<file path="config.mk">
export PLATFORM = sky130hd
export DESIGN_NAME = instr_fetch_ctrl_flat
export DESIGN_NICKNAME = d
export VERILOG_FILES = /design/src/rtl/instr_fetch_ctrl_if.sv /design/src/rtl/instr_fetch_ctrl.sv /design/src/flat_wrapper.sv
export SDC_FILE = /design/constraint.sdc
export NUM_CORES = 1
export LEC_CHECK = 0
export CORE_ASPECT_RATIO = 0.8
export CORE_MARGIN = 2
export CORE_UTILIZATION = 56
export CTS_CLUSTER_DIAMETER = 30
export DETAILED_ROUTE_END_ITERATION = 6
export DONT_BUFFER_PORTS = 1
export GPL_TIMING_DRIVEN = 0
export HOLD_SLACK_MARGIN = 0.06
export PLACE_DENSITY = 0.74
export RECOVER_POWER = 100
export SYNTH_ARGS = -nofsm -noshare
export SYNTH_HDL_FRONTEND = slang
export SYNTH_SLANG_ARGS = --single-unit
</file>
<file path="constraint.sdc">
create_clock -name clk -period 1.6 [get_ports clk]
set_input_delay 0.32 -clock clk [delete_from_list [all_inputs] [get_ports clk]]
set_output_delay 0.32 -clock clk [all_outputs]
set_load 0.01 [all_outputs]
</file>
<file path="src/rtl/instr_fetch_ctrl_if.sv">
// Bus bundle between the fetch controller, the byte-wide instruction ROM and the core.
interface instr_fetch_ctrl_if;
  logic        start;
  logic [7:0]  rom_address;
  logic [7:0]  data_from_rom;
  logic [31:0] instruction_in;
  logic        instr_valid;
  logic        instr_ready;
  logic        redirect;
  logic [7:0]  redirect_addr;
  logic        busy;
  logic        done;

  modport master (
    input  start,
    input  data_from_rom,
    input  instr_ready,
    input  redirect,
    input  redirect_addr,
    output rom_address,
    output instruction_in,
    output instr_valid,
    output busy,
    output done
  );

  modport slave (
    output start,
    output data_from_rom,
    output instr_ready,
    output redirect,
    output redirect_addr,
    input  rom_address,
    input  instruction_in,
    input  instr_valid,
    input  busy,
    input  done
  );
endinterface

</file>
<file path="src/rtl/instr_fetch_ctrl.sv">
// Assembles 32-bit little-endian instructions from a synchronous byte ROM and hands them to the
// core over a valid/ready handshake, with jump redirects and a halt word.
module instr_fetch_ctrl #(
  parameter logic [31:0] HALT_WORD = 32'hFFFF_FFFF
) (
  input logic                clk,
  input logic                reset,
  instr_fetch_ctrl_if.master bus
);

  typedef enum logic [1:0] {StIdle, StFetch, StWait, StHalted} state_e;

  state_e      state_q;
  logic [7:0]  pc_q;
  logic [1:0]  issue_cnt_q;
  logic [2:0]  cap_cnt_q;
  logic [23:0] asm_q;
  logic [31:0] instr_q;
  logic        valid_q;
  logic        busy_q;
  logic        done_q;

  logic [7:0]  redirect_pc;
  logic        unused_redirect_lsbs;

  assign redirect_pc          = {bus.redirect_addr[7:2], 2'b00};
  assign unused_redirect_lsbs = ^bus.redirect_addr[1:0];

  // issue_cnt wraps back to 0 in the final capture cycle, so the address falls back to pc there.
  assign bus.rom_address    = (state_q == StFetch) ? pc_q + {6'd0, issue_cnt_q} : pc_q;
  assign bus.instruction_in = instr_q;
  assign bus.instr_valid    = valid_q;
  assign bus.busy           = busy_q;
  assign bus.done           = done_q;

  always_ff @(posedge clk or negedge reset) begin
    if (!reset) begin
      state_q     <= StIdle;
      pc_q        <= '0;
      issue_cnt_q <= '0;
      cap_cnt_q   <= '0;
      asm_q       <= '0;
      instr_q     <= '0;
      valid_q     <= 1'b0;
      busy_q      <= 1'b0;
      done_q      <= 1'b0;
    end else begin
      case (state_q)
        StIdle, StHalted: begin
          if (bus.start) begin
            state_q     <= StFetch;
            pc_q        <= '0;
            issue_cnt_q <= '0;
            cap_cnt_q   <= '0;
            busy_q      <= 1'b1;
            done_q      <= 1'b0;
          end
        end
        StFetch: begin
          if (bus.redirect) begin
            // Bytes already in the ROM pipeline are dropped: capture restarts from count 0.
            pc_q        <= redirect_pc;
            issue_cnt_q <= '0;
            cap_cnt_q   <= '0;
          end else begin
            issue_cnt_q <= issue_cnt_q + 2'd1;
            cap_cnt_q   <= cap_cnt_q + 3'd1;
            case (cap_cnt_q)
              3'd1: asm_q[7:0]   <= bus.data_from_rom;
              3'd2: asm_q[15:8]  <= bus.data_from_rom;
              3'd3: asm_q[23:16] <= bus.data_from_rom;
              3'd4: begin
                instr_q <= {bus.data_from_rom, asm_q};
                valid_q <= 1'b1;
                state_q <= StWait;
              end
              default: ;
            endcase
          end
        end
        StWait: begin
          if (bus.redirect) begin
            // A simultaneous transfer still completes, but never halts and never advances pc.
            state_q     <= StFetch;
            pc_q        <= redirect_pc;
            issue_cnt_q <= '0;
            cap_cnt_q   <= '0;
            valid_q     <= 1'b0;
          end else if (bus.instr_ready) begin
            pc_q        <= pc_q + 8'd4;
            issue_cnt_q <= '0;
            cap_cnt_q   <= '0;
            valid_q     <= 1'b0;
            if (instr_q == HALT_WORD) begin
              state_q <= StHalted;
              busy_q  <= 1'b0;
              done_q  <= 1'b1;
            end else begin
              state_q <= StFetch;
            end
          end
        end
        default: state_q <= StIdle;
      endcase
    end
  end

endmodule

</file>
<file path="src/flat_wrapper.sv">
// flat-port wrapper written by rule: the top's interface ports become plain ports
module instr_fetch_ctrl_flat 
#(
  parameter logic [31:0] HALT_WORD = 32'hFFFF_FFFF
)
  (clk, reset, bus_start, bus_data_from_rom, bus_instr_ready, bus_redirect, bus_redirect_addr, bus_rom_address, bus_instruction_in, bus_instr_valid, bus_busy, bus_done);
  instr_fetch_ctrl_if bus_i ();
  input logic clk;
  input logic reset;
  input wire logic [$bits(bus_i.start)-1:0] bus_start;
  input wire logic [$bits(bus_i.data_from_rom)-1:0] bus_data_from_rom;
  input wire logic [$bits(bus_i.instr_ready)-1:0] bus_instr_ready;
  input wire logic [$bits(bus_i.redirect)-1:0] bus_redirect;
  input wire logic [$bits(bus_i.redirect_addr)-1:0] bus_redirect_addr;
  output wire logic [$bits(bus_i.rom_address)-1:0] bus_rom_address;
  output wire logic [$bits(bus_i.instruction_in)-1:0] bus_instruction_in;
  output wire logic [$bits(bus_i.instr_valid)-1:0] bus_instr_valid;
  output wire logic [$bits(bus_i.busy)-1:0] bus_busy;
  output wire logic [$bits(bus_i.done)-1:0] bus_done;
  assign bus_i.start = bus_start;
  assign bus_i.data_from_rom = bus_data_from_rom;
  assign bus_i.instr_ready = bus_instr_ready;
  assign bus_i.redirect = bus_redirect;
  assign bus_i.redirect_addr = bus_redirect_addr;
  assign bus_rom_address = bus_i.rom_address;
  assign bus_instruction_in = bus_i.instruction_in;
  assign bus_instr_valid = bus_i.instr_valid;
  assign bus_busy = bus_i.busy;
  assign bus_done = bus_i.done;
  instr_fetch_ctrl #(.HALT_WORD(HALT_WORD)) u_core (.clk(clk), .reset(reset), .bus(bus_i));
endmodule
</file>
# Word-level counts from Yosys, hierarchy flattened
# Index checks and enable logic that the tools add are counted.
op_classes:
  add_sub_neg: 4
  n_eq_ne: 16
  muxes: 38
  bitwise_logic: 1
  reduce_logical: 13
ops:
  columns: ["cell", "n"]
  rows:
  - ["$mux W8", 5]
  - ["$eq A32 B32 Y1 const B", 1]
  - ["$pmux W8 S3", 1]
  - ["$mux W2", 10]
  - ["$reduce_and A3 Y1", 5]
  - ["$mux W1", 12]
  - ["$mux W3", 4]
  - ["$ne A2 B2 Y1 const B", 6]
  - ["$pmux W2 S3", 2]
  - ["$pmux W3 S3", 1]
  - ["$add A8 B2 Y8", 1]
  - ["$add A8 B3 Y8 const B", 1]
  - ["$reduce_and A4 Y1", 2]
  - ["$eq A3 B2 Y1 const B", 2]
  - ["$pmux W1 S2", 3]
  - ["$reduce_and A5 Y1", 1]
  - ["$eq A2 B2 Y1 const B", 2]
  - ["$reduce_bool A2 Y1", 2]
  - ["$add A3 B1 Y3 const B", 1]
  - ["$eq A3 B1 Y1 const B", 1]
  - ["$eq A3 B3 Y1 const B", 1]
  - ["$ne A3 B3 Y1 const B", 1]
  - ["$add A2 B1 Y2 const B", 1]
  - ["$eq A2 B1 Y1 const B", 1]
  - ["other kinds (5)", 5]
word_totals:
  regBits: 74
  in_bits: 21
  out_inout_bits: 43
  elab_cells: 83

# Depth between registers and ports, before layout
depth:
  ltp_word: 5
  depth_mapped: 7

# Worst setup path after synthesis
# Ideal clock, no wire load.
synth_timing:
  path_type: "flip-flop to flip-flop"
  start: "reg u_core.state_q[0]"
  end: "reg u_core.pc_q[7]"
  setup_time_ps: 126
  t_arrival_ps: 1633
  required_time_ps: 1474
  setup_slack_ps: -159
  path_stages_with_launch: 8
  synth_period_minus_slack_ps: 1759
  cell_sequence: "dfrtp_1 inv_1 ha_1 or3b_1 buf_6 nand3_4 o21ai_2 a221o_1"
synth_between:
  elab_chain_len: 4
  word_cells_on_any_way: 10
synth_lines:
  columns: ["element", "line", "source"]
  rows:
  - ["start: declaration", "instr_fetch_ctrl.sv:13", "state_e state_q;"]
  - ["start signal: assignment", "instr_fetch_ctrl.sv:38", "state_q <= StIdle;"]
  - ["start signal: assignment", "instr_fetch_ctrl.sv:51", "state_q <= StFetch;"]
  - ["start signal: assignment", "instr_fetch_ctrl.sv:75", "state_q <= StWait;"]
  - ["$eq A2 B2 Y1 / $logic_not A2 Y1 (equally long branches)", "instr_fetch_ctrl.sv:48", "case (state_q)"]
  - ["$reduce_or A2 Y1", "instr_fetch_ctrl.sv:48", null]
  - ["$ne A2 B2 Y1 (no line)", null, null]
  - ["$reduce_and A3 Y1 (no line)", null, null]
  - ["end signal: assignment", "instr_fetch_ctrl.sv:62", "pc_q <= redirect_pc;"]
  - ["end signal: assignment", "instr_fetch_ctrl.sv:85", "pc_q <= redirect_pc;"]
  - ["end signal: assignment", "instr_fetch_ctrl.sv:90", "pc_q <= pc_q + 8'd4;"]
  - ["end: declaration", "instr_fetch_ctrl.sv:14", "logic [7:0] pc_q;"]
# Parallel ways exist; a longest one is shown, timed or not.
# A chain may end at the register's enable or synchronous reset.

# Worst setup path after layout
layout_timing:
  start: "reg u_core.state_q[0]"
  end: "out bus_rom_address[1]"
layout_between:
  elab_chain_len: 2
layout_lines:
  columns: ["element", "line", "source"]
  rows:
  - ["$eq A2 B1 Y1", "instr_fetch_ctrl.sv:30", "assign bus.rom_address = (state_q == StFetch) ? pc_q + {6'd0, issue_cnt_q} : pc_q;"]
  - ["$mux W8", "instr_fetch_ctrl.sv:30", null]
  - ["end: declaration", "flat_wrapper.sv:15", "output wire logic [$bits(bus_i.rom_address)-1:0] bus_rom_address;"]
# Every way passes these cells.

==> flow_summary_export.csv <==
group,metric,value,unit
logic_synthesis,syn_nets,278,
routing,vias_per_cell,5.819,
critical_path,critPathCaptureType,"primary output",
final_layout,antenna_cells,0,
timing,setup_viol,52,
routing,drt_iter0_drc,116,
grt,grt_max_degree,73,
critical_path,crit_path_start_kind,"flop",
routing,drc_errors,0,
logic_synthesis,ys_warn_count,0,
logic_synthesis,yosys.area.top_type,"dfrtp_1",
timing,fin_skew,0.01105,ns
clocking,clock_sinks,72,
grt,globalRouteOverflowTotal,0,
critical_path,r2r-end,"u_core.asm_q[1]",
status,status,"finished with violations",
power,p_leak,0.001853,µW
die,std_cell_rows,24,
grt,grt_pass1_vias,2203,
routing,num_vias,2060,
die,dieArea,6272,µm²
timing,relSlewSlack,78.01,%
placed_design,placed_cells,326,
clocking,cts_tree,"done",
timing,rsz0062_at_grt,"yes",
status,failed_checks,"hold timing, setup timing",
routing,antenna_left,0,
logic_synthesis,synth_flop_cell,"dfrtp_1",
logic_synthesis,ys_seq_elements,72,
timing,final-hold-violation-count,72,
routing,drt-wirelength-per-cell,19.00,µm
timing,tightest_slew,0.3264,ns
die,die_h,71.24,µm
critical_path,reg2reg_depth,7,
die,num_io_pins,64,
logic_synthesis,synth-edff-count,0,
critical_path,worstSetupPathType,"flop to primary output",
grt,grt_use_total,23.66,%
timing,min_period,1.708,ns
die,die_w,88.04,µm
job,maxCapViolCount,0,
timing,maxSlewViolCount,0,
critical_path,crit_end,"bus_rom_address[1]",
timing,whs,-0.3422,ns
power,peakVddDrop,0.8797,mV
logic_synthesis,yosysMostFrequentCell,"dfrtp_1",
final_layout,drive_gt1_share,31.88,%
logic_synthesis,syn-cell-area,3164,µm²
critical_path,regToRegStartpoint,"u_core.state_q[0]",
timing,fmax,585.6,MHz
logic_synthesis,synth.distinct_cells,41,
critical_path,ff2ff_setup_slack,-0.10,ns
grt,grt_pass1_wl,11150,µm
logic_synthesis,async_flop_share,100.0,%
clocking,clock_tree.root_cell,"clkbuf_8",
die,start_util,57.90,%
clocking,cts-hold-fix-buffers,1,
logic_synthesis,synth_commonest_cells,"dfrtp_1, mux2_1, nand2_1, o21ai_0",
final_layout,syn2layout_area_growth,19.22,%
critical_path,arrival,1.39,ns
die,core_area,5465,µm²
final_layout,utilization,69.02,%
logic_synthesis,syn_inst,248,
critical_path,worstSetupStartpoint,"u_core.state_q[0]",
placed_design,place_congestion,0.8241,
timing,setup_slack,-0.1077,ns
routing,routed_wirelength,6726,µm
clocking,clk_pin_slew,0.08,ns
grt,antenna_found_initial,0,
power,power,5377,µW
clocking,htreeDepth,3,
timing,min_period_over_period,106.7,%
logic_synthesis,seq_area_frac_synth,56.94,%
hold_path,hold_class,"primary input to asynchronous set/reset pin",
placed_design,place_hpwl,4282,µm
routing,firstDrtPassIters,4,
critical_path,crit_required,1.28,ns
logic_synthesis,synth.top_cell.area_share,56.94,%
clocking,clk_latency,0.35,ns
placed_design,numPortBuffers,0,
logic_synthesis,synthTopCellsByArea,"dfrtp_1, mux2_1, ha_1",
power,p_per_area,1425,nW/µm²
critical_path,cp_max_fo,4,
logic_synthesis,avgSynthCellArea,12.76,µm²
final_layout,nNetsFinal,301,
final_layout,final_cells,354,
clocking,clk_path_buf_depth,2,
clocking,cts_buffers,9,
worst max-delay path, cell delays in order, from the launching register on:
cell	delay [ns]
dfrtp_1	0.42
buf_4	0.16
ha_4	0.18
buf_4	0.13
and2_4	0.16
final cells by class:
cell class,count,area (µm²)
plain buffers,11,103.9
clock buffers,11,141.4
clock inverters,5,32.53
fillers,393,1693
inverters,10,40.04
multi-input cells,154,1434
flip-flops and latches,72,1803
well taps,78,97.59
repair buffers,13,120.1
power breakdown:
group	internal (µW)	total, µW	switching (µW)
clock	603	1290	686
combinational	838	1650	810
sequential	2160	2440	283
through the flow:
step / hold WS, ns / instance area [µm²] / setup TNS, ns / worst slack [ns]
3_5_place_dp: 0.02608 / 3284 / -12.42 / -0.2440
4_1_cts: -0.3481 / 3725 / -2.440 / -0.07832
5_1_grt: -0.3591 / 3772 / -7.371 / -0.1531
3_3_place_gp: 0.02579 / 3284 / -11.35 / -0.2126
2_1_floorplan: 0.02441 / 3187 / -0.9538 / -0.1058
6_report: -0.3422 / 3772 / -3.693 / -0.1077
what timing repair did:
| action | in CTS | in global routing |
|---|---|---|
| setup endpoints to repair | 67 | 72 |
| buffers inserted | 12 | 0 |
| hold endpoints to repair | 73 | 72 |
| pin swaps | 5 | 7 |
| resized for setup | 40 | 23 |
logic make-up after synthesis:
family	Yosys count	synth area share, %
AO/OA/AOI/OAI	31	6.248
multiplexers	56	19.93
XOR/XNOR	1	0.2768
buffers and inverters	22	3.045
flip-flops	72	56.94
adder cells (fa/ha/maj)	9	3.559
AND/OR/NAND/NOR	57	10.00
per-layer routing:
metal	vias to the layer above	wire (µm)	track usage (%)	part of all wire (%)
met5	-	0	0	0
met4	0	93	6.902	1.4
met3	8	439	8.641	6.5
met2	59	3127	34.43	46
met1	1062	3067	33.85	46
li1	931	-	-	-
state kept, by name (all words and copies together), names as in the netlist:
signal                     count
u_core.asm_q                  24
u_core.bus.instr_valid         1
u_core.cap_cnt_q               3
u_core.state_q                 2
u_core.bus.busy                1
u_core.bus.instruction_in     32
u_core.issue_cnt_q             2
u_core.pc_q                    6
u_core.bus.done                1
placed cells by master, fill, tap and decap left out, types with 2 or more instances in the layout:
master and instances:
buf_6 3, nand4_1 9, mux2_4 20, and3_4 2, a32oi_1 2, a22oi_1 2
buf_4 9, dfrtp_1 71, mux2_1 26, a21oi_1 2, inv_2 2, mux2_2 10
buf_12 3, clkinv_4 2, nand2b_2 2, nand3_4 2, nor3_1 4, o21ai_0 7
nand2_1 14, nand2_2 4, clkbuf_8 10, buf_8 2, clkinv_2 3, nor2_1 4
o21ai_1 5, inv_1 7, clkbuf_1 7, nand3_1 4, ha_1 7, o21ai_2 4
ha_4 2, and2_4 2
worst min path at each step:
stage	start	endpoint	slack (ns)	cells past startpoint
2_1_floorplan	reset	u_core.asm_q[0]	0.02	0
3_3_place_gp	reset	u_core.asm_q[19]	0.03	0
3_5_place_dp	reset	u_core.asm_q[16]	0.03	0
4_1_cts	reset	u_core.asm_q[16]	-0.35	0
5_1_grt	reset	u_core.asm_q[18]	-0.36	0
6_report	reset	u_core.asm_q[18]	-0.34	0
(Power assumes the default switching activity.)
